<file path="config.mk">
export PLATFORM = sky130hd
export DESIGN_NAME = min_max_top
export DESIGN_NICKNAME = d
export VERILOG_FILES = /design/src/rtl/min_max_pkg.sv /design/src/rtl/min_max_decode.sv /design/src/rtl/min_max_top.sv
export SDC_FILE = /design/constraint.sdc
export NUM_CORES = 1
export LEC_CHECK = 0
export ABC_AREA = 1
export CORE_MARGIN = 4
export CORE_UTILIZATION = 25
export DETAILED_ROUTE_END_ITERATION = 12
export GPL_TIMING_DRIVEN = 0
export PLACE_DENSITY = 0.43
export SYNTH_ARGS = -nofsm -noshare
export SYNTH_HDL_FRONTEND = slang
export SYNTH_SLANG_ARGS = --single-unit
</file>
<file path="constraint.sdc">
create_clock -name clk_i -period 4.2 [get_ports clk_i]
set_input_delay 0.84 -clock clk_i [delete_from_list [all_inputs] [get_ports clk_i]]
set_output_delay 0.84 -clock clk_i [all_outputs]
set_load 0.05 [all_outputs]
</file>
<file path="src/rtl/min_max_pkg.sv">
// Shared definitions for the min/max bar-graph LED driver.
// Contents:
//   COM_NORMAL / COM_LINEAR / COM_OFF / COM_ON : 2-bit mode command encodings
//   led_count(valsize)                          : number of LEDs driven for a value width
package min_max_pkg;

    localparam logic [1:0] COM_NORMAL = 2'b00;
    localparam logic [1:0] COM_LINEAR = 2'b01;
    localparam logic [1:0] COM_OFF    = 2'b10;
    localparam logic [1:0] COM_ON     = 2'b11;

    // One LED per representable value.
    function automatic int led_count(input int valsize);
        return 32'sd1 <<< valsize;
    endfunction

endpackage : min_max_pkg

</file>
<file path="src/rtl/min_max_decode.sv">
// Combinational LED pattern generator for the min/max bar-graph driver.
// Ports:
//   com     : mode command (normal / linear / off / on)
//   max_val : window upper bound, unsigned
//   min_val : window lower bound, unsigned
//   osc     : oscillator level applied to dimmed LEDs
//   val     : displayed value, unsigned
//   pattern : LED pattern, bit i = LED i
// Configuration: macro MIN_MAX_ERRNO_EN enables the ERRNO fault selector;
// without it ERRNO has no effect.
module min_max_decode
    import min_max_pkg::*;
#(
    parameter int VALSIZE = 4,
    parameter int ERRNO   = 0
) (
    input  logic [1:0]                     com,
    input  logic [VALSIZE-1:0]             max_val,
    input  logic [VALSIZE-1:0]             min_val,
    input  logic                           osc,
    input  logic [VALSIZE-1:0]             val,
    output logic [led_count(VALSIZE)-1:0]  pattern
);

    localparam int LEDS = led_count(VALSIZE);

`ifdef MIN_MAX_ERRNO_EN
    localparam int ERR_SEL = ERRNO;
`else
    // Fault selector pinned to zero: the production build is always correct.
    localparam int ERR_SEL = ERRNO * 0;
`endif

    localparam bit ERR_MIN_ZERO = (ERR_SEL == 1);
    localparam bit ERR_DIM_ONE  = (ERR_SEL == 2);
    localparam bit ERR_SWAP     = (ERR_SEL == 3);
    localparam bit ERR_OPEN_MAX = (ERR_SEL == 4);

    // Operands widened by one bit so that index arithmetic near the top
    // LED never wraps.
    logic [VALSIZE:0] min_s;
    logic [VALSIZE:0] max_s;
    logic [VALSIZE:0] val_s;
    logic [VALSIZE:0] on_lo_s;
    logic             dim_s;
    logic             in_window_s;

    assign min_s   = {1'b0, min_val};
    assign max_s   = {1'b0, max_val};
    assign val_s   = {1'b0, val};
    assign on_lo_s = ERR_MIN_ZERO ? {(VALSIZE+1){1'b0}} : min_s;
    assign dim_s   = ERR_DIM_ONE ? 1'b1 : osc;

    // Value must lie inside [min, max]; an inverted window never matches.
    always_comb begin
        in_window_s = 1'b0;
        if (ERR_OPEN_MAX) begin
            in_window_s = (min_s <= val_s) && (val_s < max_s);
        end else begin
            in_window_s = (min_s <= val_s) && (val_s <= max_s);
        end
    end

    // Per-LED pattern selection by mode.
    always_comb begin
        logic [VALSIZE:0] idx_s;
        logic             upper_ok_s;
        pattern    = {LEDS{1'b0}};
        idx_s      = {(VALSIZE+1){1'b0}};
        upper_ok_s = 1'b0;
        case (com)
            COM_NORMAL: begin
                if (in_window_s) begin
                    for (int i = 0; i < LEDS; i++) begin
                        idx_s = i[VALSIZE:0];
                        if (ERR_OPEN_MAX) begin
                            upper_ok_s = (idx_s < max_s);
                        end else begin
                            upper_ok_s = (idx_s <= max_s);
                        end
                        if ((idx_s >= on_lo_s) && (idx_s <= val_s)) begin
                            pattern[i] = 1'b1;
                        end else if ((idx_s > val_s) && upper_ok_s) begin
                            pattern[i] = dim_s;
                        end else begin
                            pattern[i] = 1'b0;
                        end
                    end
                end else begin
                    pattern = {LEDS{1'b0}};
                end
            end
            COM_LINEAR: begin
                for (int i = 0; i < LEDS; i++) begin
                    idx_s      = i[VALSIZE:0];
                    pattern[i] = (idx_s <= val_s);
                end
            end
            COM_OFF: begin
                pattern = ERR_SWAP ? {LEDS{1'b1}} : {LEDS{1'b0}};
            end
            COM_ON: begin
                pattern = ERR_SWAP ? {LEDS{1'b0}} : {LEDS{1'b1}};
            end
            default: begin
                pattern = {LEDS{1'b0}};
            end
        endcase
    end

endmodule : min_max_decode

</file>
<file path="src/rtl/min_max_top.sv">
// Bar-graph LED driver: decodes mode/window/value into a registered LED vector.
// Ports:
//   clk_i  : clock, all state on rising edge
//   rst_i  : synchronous active-high reset, clears the LED vector
//   com_i  : mode command (00 normal, 01 linear, 10 off, 11 on)
//   max_i  : window upper bound
//   min_i  : window lower bound
//   osc_i  : oscillator level for dimmed LEDs
//   val_i  : displayed value
//   leds_o : registered LED vector, bit i = LED i (one cycle latency)
// Configuration: macro MIN_MAX_ERRNO_EN enables the ERRNO fault selector.
module min_max_top
    import min_max_pkg::*;
#(
    parameter int VALSIZE = 4,
    parameter int ERRNO   = 0
) (
    input  logic                           clk_i,
    input  logic                           rst_i,
    input  logic [1:0]                     com_i,
    input  logic [VALSIZE-1:0]             max_i,
    input  logic [VALSIZE-1:0]             min_i,
    input  logic                           osc_i,
    input  logic [VALSIZE-1:0]             val_i,
    output logic [led_count(VALSIZE)-1:0]  leds_o
);

    localparam int LEDS = led_count(VALSIZE);

    logic [LEDS-1:0] pattern_s;
    logic [LEDS-1:0] leds_r;

    min_max_decode #(
        .VALSIZE (VALSIZE),
        .ERRNO   (ERRNO)
    ) u_decode (
        .com     (com_i),
        .max_val (max_i),
        .min_val (min_i),
        .osc     (osc_i),
        .val     (val_i),
        .pattern (pattern_s)
    );

    // Output register with synchronous reset.
    always_ff @(posedge clk_i) begin
        if (rst_i) begin
            leds_r <= {LEDS{1'b0}};
        end else begin
            leds_r <= pattern_s;
        end
    end

    assign leds_o = leds_r;

endmodule : min_max_top

</file>
==> results of run 1 <==
==> worst paths after layout <==
check,cells after the start,endpoint,slack [ps],start
max,11,leds_o[0]$_SDFF_PP0_,1460,val_i[1]
min,2,leds_o[5]$_SDFF_PP0_,920,rst_i
==> placed cells by master (no fill, tap or decap) <==
master           count
inv_4                1
a21oi_1             26
o21ai_1              5
buf_2                3
nor2_1              22
inv_1               18
clkbuf_2             1
nor2_4               2
clkbuf_8             3
nand4_1             13
o21a_1               1
a21oi_2              1
ha_1                 8
clkdlybuf4s50_1     31
nor3_1               2
dfxtp_1             16
nand2_2              2
nand3_1             17
nand2_1             55
nor2_2               2
clkbuf_1             4
o21ai_0             16
buf_4                1
inv_2                6
==> cell usage after synthesis <==
library cell,n,share of area [%]
nand4_1,13,6.1
o21ai_1,5,1.9
a21oi_1,26,9.8
nand3_1,17,6.4
clkbuf_1,4,1.1
buf_2,3,1.1
nand2_2,2,0.95
ha_1,8,7.6
buf_4,1,0.57
inv_2,6,1.7
nor3_1,2,0.76
o21a_1,1,0.57
inv_1,18,5.1
nor2_2,2,0.95
o21ai_0,16,6.0
clkbuf_2,1,0.38
nor2_4,2,1.7
nor2_1,22,6.2
a21oi_2,1,0.66
dfxtp_1,16,24
inv_4,1,0.47
nand2_1,55,16
==> power by group <==
part,internal (mW),switching (mW),total [mW]
clock,0.0634,0.0469,0.110
combinational,0.0603,0.118,0.178
sequential,0.161,0.00190,0.163
==> metrics by stage <==
step / power [mW] / setup slack (ps) / utilization (%) / std cells
2_1_floorplan: 0.282 / 2120 / - / 222
3_3_place_gp: 0.348 / 1170 / 33.7 / 323
3_5_place_dp: 0.345 / 1240 / 33.7 / 323
4_1_cts: 0.457 / 1490 / 34.5 / 326
5_1_grt: 0.487 / 1280 / 34.5 / 326
6_report: 0.451 / 1460 / 34.5 / 326
==> area by class of cell <==
cell class | instances | area, µm²
fillers | 614 | 3340
multi-input cells | 172 | 865
flip-flops and latches | 16 | 320
repair buffers | 31 | 310
inverters | 25 | 96.3
well taps | 70 | 87.6
plain buffers | 9 | 42.5
clock buffers | 3 | 41.3
==> worst max-delay path: cells and delay by family <==
family | cells | cell delay, ps
compound gates | 1 | 150
simple gates | 6 | 570
buf+inv | 3 | 1040
fa+ha+maj | 1 | 310
==> cell families after synthesis <==
group	after synthesis	synth area share [%]
and+or+nand+nor	115	38.8
adders and majority gates	8	7.56
DFF	16	24.2
AOI/OAI and AO/OA	49	19.0
buffers and inverters	34	10.5
==> metal layers <==
layer	vias up	global-route usage [%]
met2	37	21.9
met5	-	0
met3	6	2.33
met1	668	18.0
met4	0	5.57
li1	813	-
==> reports/summary.txt, run 1 <==
GP Congestion -> 0.857
Final slew viol count -> 0
Mapped Cells -> 222
Syn_nets -> 247
Remaining DRCs -> 0
Synthesized flop and latch total -> 16
Worst Path Arrival -> 2920 ps
HPWL after DPL -> 3510 µm
Required @ worst endpoint -> 4380 ps
Die area -> 0.00652 mm²
Rel. slew slack -> 65.9%
Initial Utilization -> 25.9%
Num rows -> 26
CTS tree -> yes
Worst-Margin Slew -> 509 ps
Via count -> 1524
Area delta synth->final -> 33.2%
# setup viols final -> 0
WL met1 -> 1940 µm
Total CTS buffers -> 3
RSZ-0062 raised after global routing -> false
Clock slew at reported path FFs -> 60 ps
CP most frequent cell -> nand2_1
Final hold violations -> 0
Final wirelength -> 4100 µm
GRT overflow -> 0
Clk Tree Root Cell -> clkbuf_8
# nets final -> 283
Post-Synthesis Cell Area -> 0.00132 mm²
Warnings from Yosys -> 0
WS Path Type -> input pin to register
Netlist cell types -> 22
Total iterations of the first detailed-routing run -> 4
Max incr delay on CP -> 640 ps
Drt first-iter violations -> 108
Static Leak -> 0.778 nW
Initial antenna violation count -> 0
Post-route cell area -> 0.00176 mm²
Max H-tree Level -> 1
Antenna-violating nets left -> 0
Maximum VDD drop -> 0.0765 mV
Clock sink count -> 16
CP Max Fanout -> 10
CP Cell Sequence -> clkdlybuf4s50_1, inv_2, ha_1, nand2_1, nand2_1, nand2_1, nand2_1, nand2_1, buf_2, nand4_1, a21oi_1
Routed WL per cell -> 12.6 µm
Final min period -> 2740 ps
Worst Hold Class -> input pin to register
Max reg flops -> 16
Top Ports -> 33
Achievable Freq -> 365 MHz
Max-cap violation count -> 0
Die W -> 80.8 µm
Layout cells sized above 1 -> 8.59%
CP max stage cell -> clkdlybuf4s50_1
Clock buffer depth -> 2
DR top layer -> met4
Number of global-route vias before repair -> 1431
Global-route usage over all layers -> 13.6%
Sequential area share after synthesis -> 24.2%
Post-route setup TNS -> 0 ps
Die Ht -> 80.8 µm
Diodes inserted -> 0
Status -> finished, final reports clean
Largest net degree at the start of global routing -> 11
Hold buffers post-CTS -> 0
Worst hold slack -> 918 ps
First-pass GRT wire length -> 6900 µm
Worst Setup End Kind -> register
Post-CTS setup buffers -> 0
Vias per cell -> 4.67
Cts repair resizes -> 0
Dpl cell area -> 0.00172 mm²
Routed wl met2 -> 1850 µm
Final period utilization -> 65.3%
Wire length on met3 -> 229 µm
Synthesized area per cell -> 5.96 µm²
Core area -> 0.00511 mm²
Startpoint types -> input pin
Pwr dens -> 256 mW/mm²
PortBufs -> 31
Power figures use the tool's default switching activity.
==> run 2: changes to the inputs <==
--- a/config.mk
+++ b/config.mk
@@ -10,7 +10,7 @@
 export CORE_UTILIZATION = 25
 export DETAILED_ROUTE_END_ITERATION = 12
 export GPL_TIMING_DRIVEN = 0
-export PLACE_DENSITY = 0.43
+export PLACE_DENSITY = 0.45
 export SYNTH_ARGS = -nofsm -noshare
 export SYNTH_HDL_FRONTEND = slang
 export SYNTH_SLANG_ARGS = --single-unit
==> constraint.sdc (replaced) <==
create_clock -name clk_i -period 2.4 [get_ports clk_i]
set_input_delay 0.48 -clock clk_i [delete_from_list [all_inputs] [get_ports clk_i]]
set_output_delay 0.48 -clock clk_i [all_outputs]
set_load 0.05 [all_outputs]
==> run 2 against run 1 <==
Net effect: sequential share of layout area is 0.22 points lower; count of clock-buffer cells in the layout is 1 higher; setup slack worse by 1300 ps.
==> reports/summary.txt, run 2 (synthesis gave the netlist of run 1 again) <==
Status -> finished, final reports clean (unchanged)
Via count -> 1507 (was 1524)
Static Leak -> 0.796 nW (was 0.778 nW)
RSZ-0062 raised after global routing -> false (unchanged)
CP Max Fanout -> 10 (unchanged)
Clk Tree Root Cell -> clkbuf_8 (unchanged)
Most common cell after layout, fill and taps aside -> nand2_1 (unchanged)
Worst-Margin Slew -> 501 ps (was 509 ps)
Num rows -> 26 (unchanged)
Final slew viol count -> 0 (unchanged)
Hold buffers post-CTS -> 0 (unchanged)
Number of global-route vias before repair -> 1429 (was 1431)
Rel. slew slack -> 66.5% (was 65.9%)
Most frequent cells in the layout -> nand2_1 (54), clkdlybuf4s50_1 (30), a21oi_1 (26), nor2_1 (22), inv_1 (18) (was nand2_1 (55), clkdlybuf4s50_1 (31), a21oi_1 (26), nor2_1 (22), inv_1 (18))
GP Congestion -> 0.856 (was 0.857)
Fin cells -> 327 (was 326)
Max-cap violation count -> 0 (unchanged)
Crit path capture -> leds_o[0]$_SDFF_PP0_ (unchanged)
Design Power -> 0.832 mW (was 0.451 mW)
First-pass GRT wire length -> 6840 µm (was 6900 µm)
Clock sink count -> 16 (unchanged)
Core area -> 0.00511 mm² (unchanged)
Largest net degree at the start of global routing -> 11 (unchanged)
Worst Path Arrival -> 2390 ps (was 2920 ps)
Achievable Freq -> 451 MHz
Antenna-violating nets left -> 0 (unchanged)
Startpoint types -> input pin (unchanged)
Max reg flops -> 16 (unchanged)
Top Ports -> 33 (unchanged)
Global-route usage over all layers -> 13.3% (was 13.6%)
# nets final -> 283 (unchanged)
Drt first-iter violations -> 81 (was 108)
Pre-CTS setup slack -> -217 ps (was 1240 ps)
Final hold violations -> 0 (unchanged)
Finished Core Util -> 34.9% (was 34.5%)
Diodes inserted -> 0 (unchanged)
Wire length on met3 -> 186 µm (was 229 µm)
Clock slew at reported path FFs -> 60 ps (about the same)
Worst Setup End Kind -> register (unchanged)
Maximum VDD drop -> 0.129 mV (was 0.0765 mV)
Area delta synth->final -> 34.8% (was 33.2%)
WS Path Type -> input pin to register (unchanged)
Initial antenna violation count -> 0 (unchanged)
Pwr dens -> 466 mW/mm² (was 256 mW/mm²)
CTS tree -> yes (unchanged)
Remaining DRCs -> 0 (unchanged)
Final wirelength -> 4140 µm (was 4100 µm)
Post-route setup TNS -> 0 ps (unchanged)
Vias per cell -> 4.61 (was 4.67)
Final min period -> 2220 ps
Die area -> 0.00652 mm² (unchanged)
Max H-tree Level -> 1 (unchanged)
Die Ht -> 80.8 µm (unchanged)
# setup viols final -> 0 (unchanged)
WL met1 -> 2060 µm (was 1940 µm)
Routed wl met2 -> 1810 µm (was 1850 µm)
HPWL after DPL -> 3470 µm (was 3510 µm)
Required @ worst endpoint -> 2580 ps (was 4380 ps)
Total CTS buffers -> 3 (unchanged)
Total iterations of the first detailed-routing run -> 4 (unchanged)
Final Worst Setup Slack -> 184 ps (was 1460 ps)
Routed WL per cell -> 12.7 µm (was 12.6 µm)
Die W -> 80.8 µm (unchanged)
Final period utilization -> 92.3%
Clock buffer depth -> 2 (unchanged)
Initial Utilization -> 25.9% (unchanged)
Worst Hold Class -> input pin to register (unchanged)
Inst Count DP -> 323 (unchanged)
Hold Path Origin -> rst_i (unchanged)
Layout cells sized above 1 -> 9.34% (was 8.59%)
Crit path launch -> max_i[1] (was val_i[1])
PortBufs -> 31 (unchanged)
GRT overflow -> 0 (unchanged)
DR top layer -> met4 (unchanged)
## run 2: changes by cell type in the layout (fill, tap and decap cells not counted), sizes merged
cell	previous run	this run
buf	4	3
clkbuf	8	10
clkdlybuf4s50	31	30
dlymetal6s2s	0	1
## run 2: timing repair
action	4_1_cts	5_1_grt
endpoints found under the setup margin	0	8
gates resized for setup	0	3
buffers inserted	0	0
## run 2: routing by layer
metal / vias up / GRT usage, %
met3: 6 / 1.11
met4: 0 / 5.74
met1: 645 / 18.1
li1: 809 / -
met5: - / 0
met2: 47 / 21.6
## run 2: how the worst min path moves through the flow
stage                     cells after the start  slack (ps)              endpoint
final                                         2         560  leds_o[5]$_SDFF_PP0_
after global routing                          2         600  leds_o[5]$_SDFF_PP0_
after CTS                                     2         560  leds_o[5]$_SDFF_PP0_
after detailed placement                      2         820  leds_o[6]$_SDFF_PP0_
after global placement                        2         820  leds_o[5]$_SDFF_PP0_
after floorplan                               2         640  leds_o[1]$_SDFF_PP0_
## run 2: report_power, final
part,total [mW],switching (mW),internal (mW)
Clock,0.232,0.0871,0.145
Combinational,0.314,0.207,0.107
Sequential,0.285,0.00324,0.282
## run 2: through the flow
step	area, µm²	hold slack (ps)
floorplan	1320	641
global placement	1720	820
detailed placement	1720	817
CTS	1780	562
global route	1780	602
finish	1780	564
## run 2: critical path, stage by stage
cell	delay [ps]
clkdlybuf4s50_1	560
inv_1	110
ha_1	320
nand2_1	70
nand2_1	50
nand2_1	50
nand2_1	40
nand2_1	150
buf_2	240
nand4_1	150
a21oi_1	160
## run 2: cell type report
cell class | instances | area (µm²)
buffer | 9 | 45.0
clock buffer | 4 | 55.1
fill | 578 | 3320
inverter | 25 | 96.3
multi-input combinational | 172 | 867
sequential | 16 | 320
tap | 70 | 87.6
timing repair buffer | 31 | 313
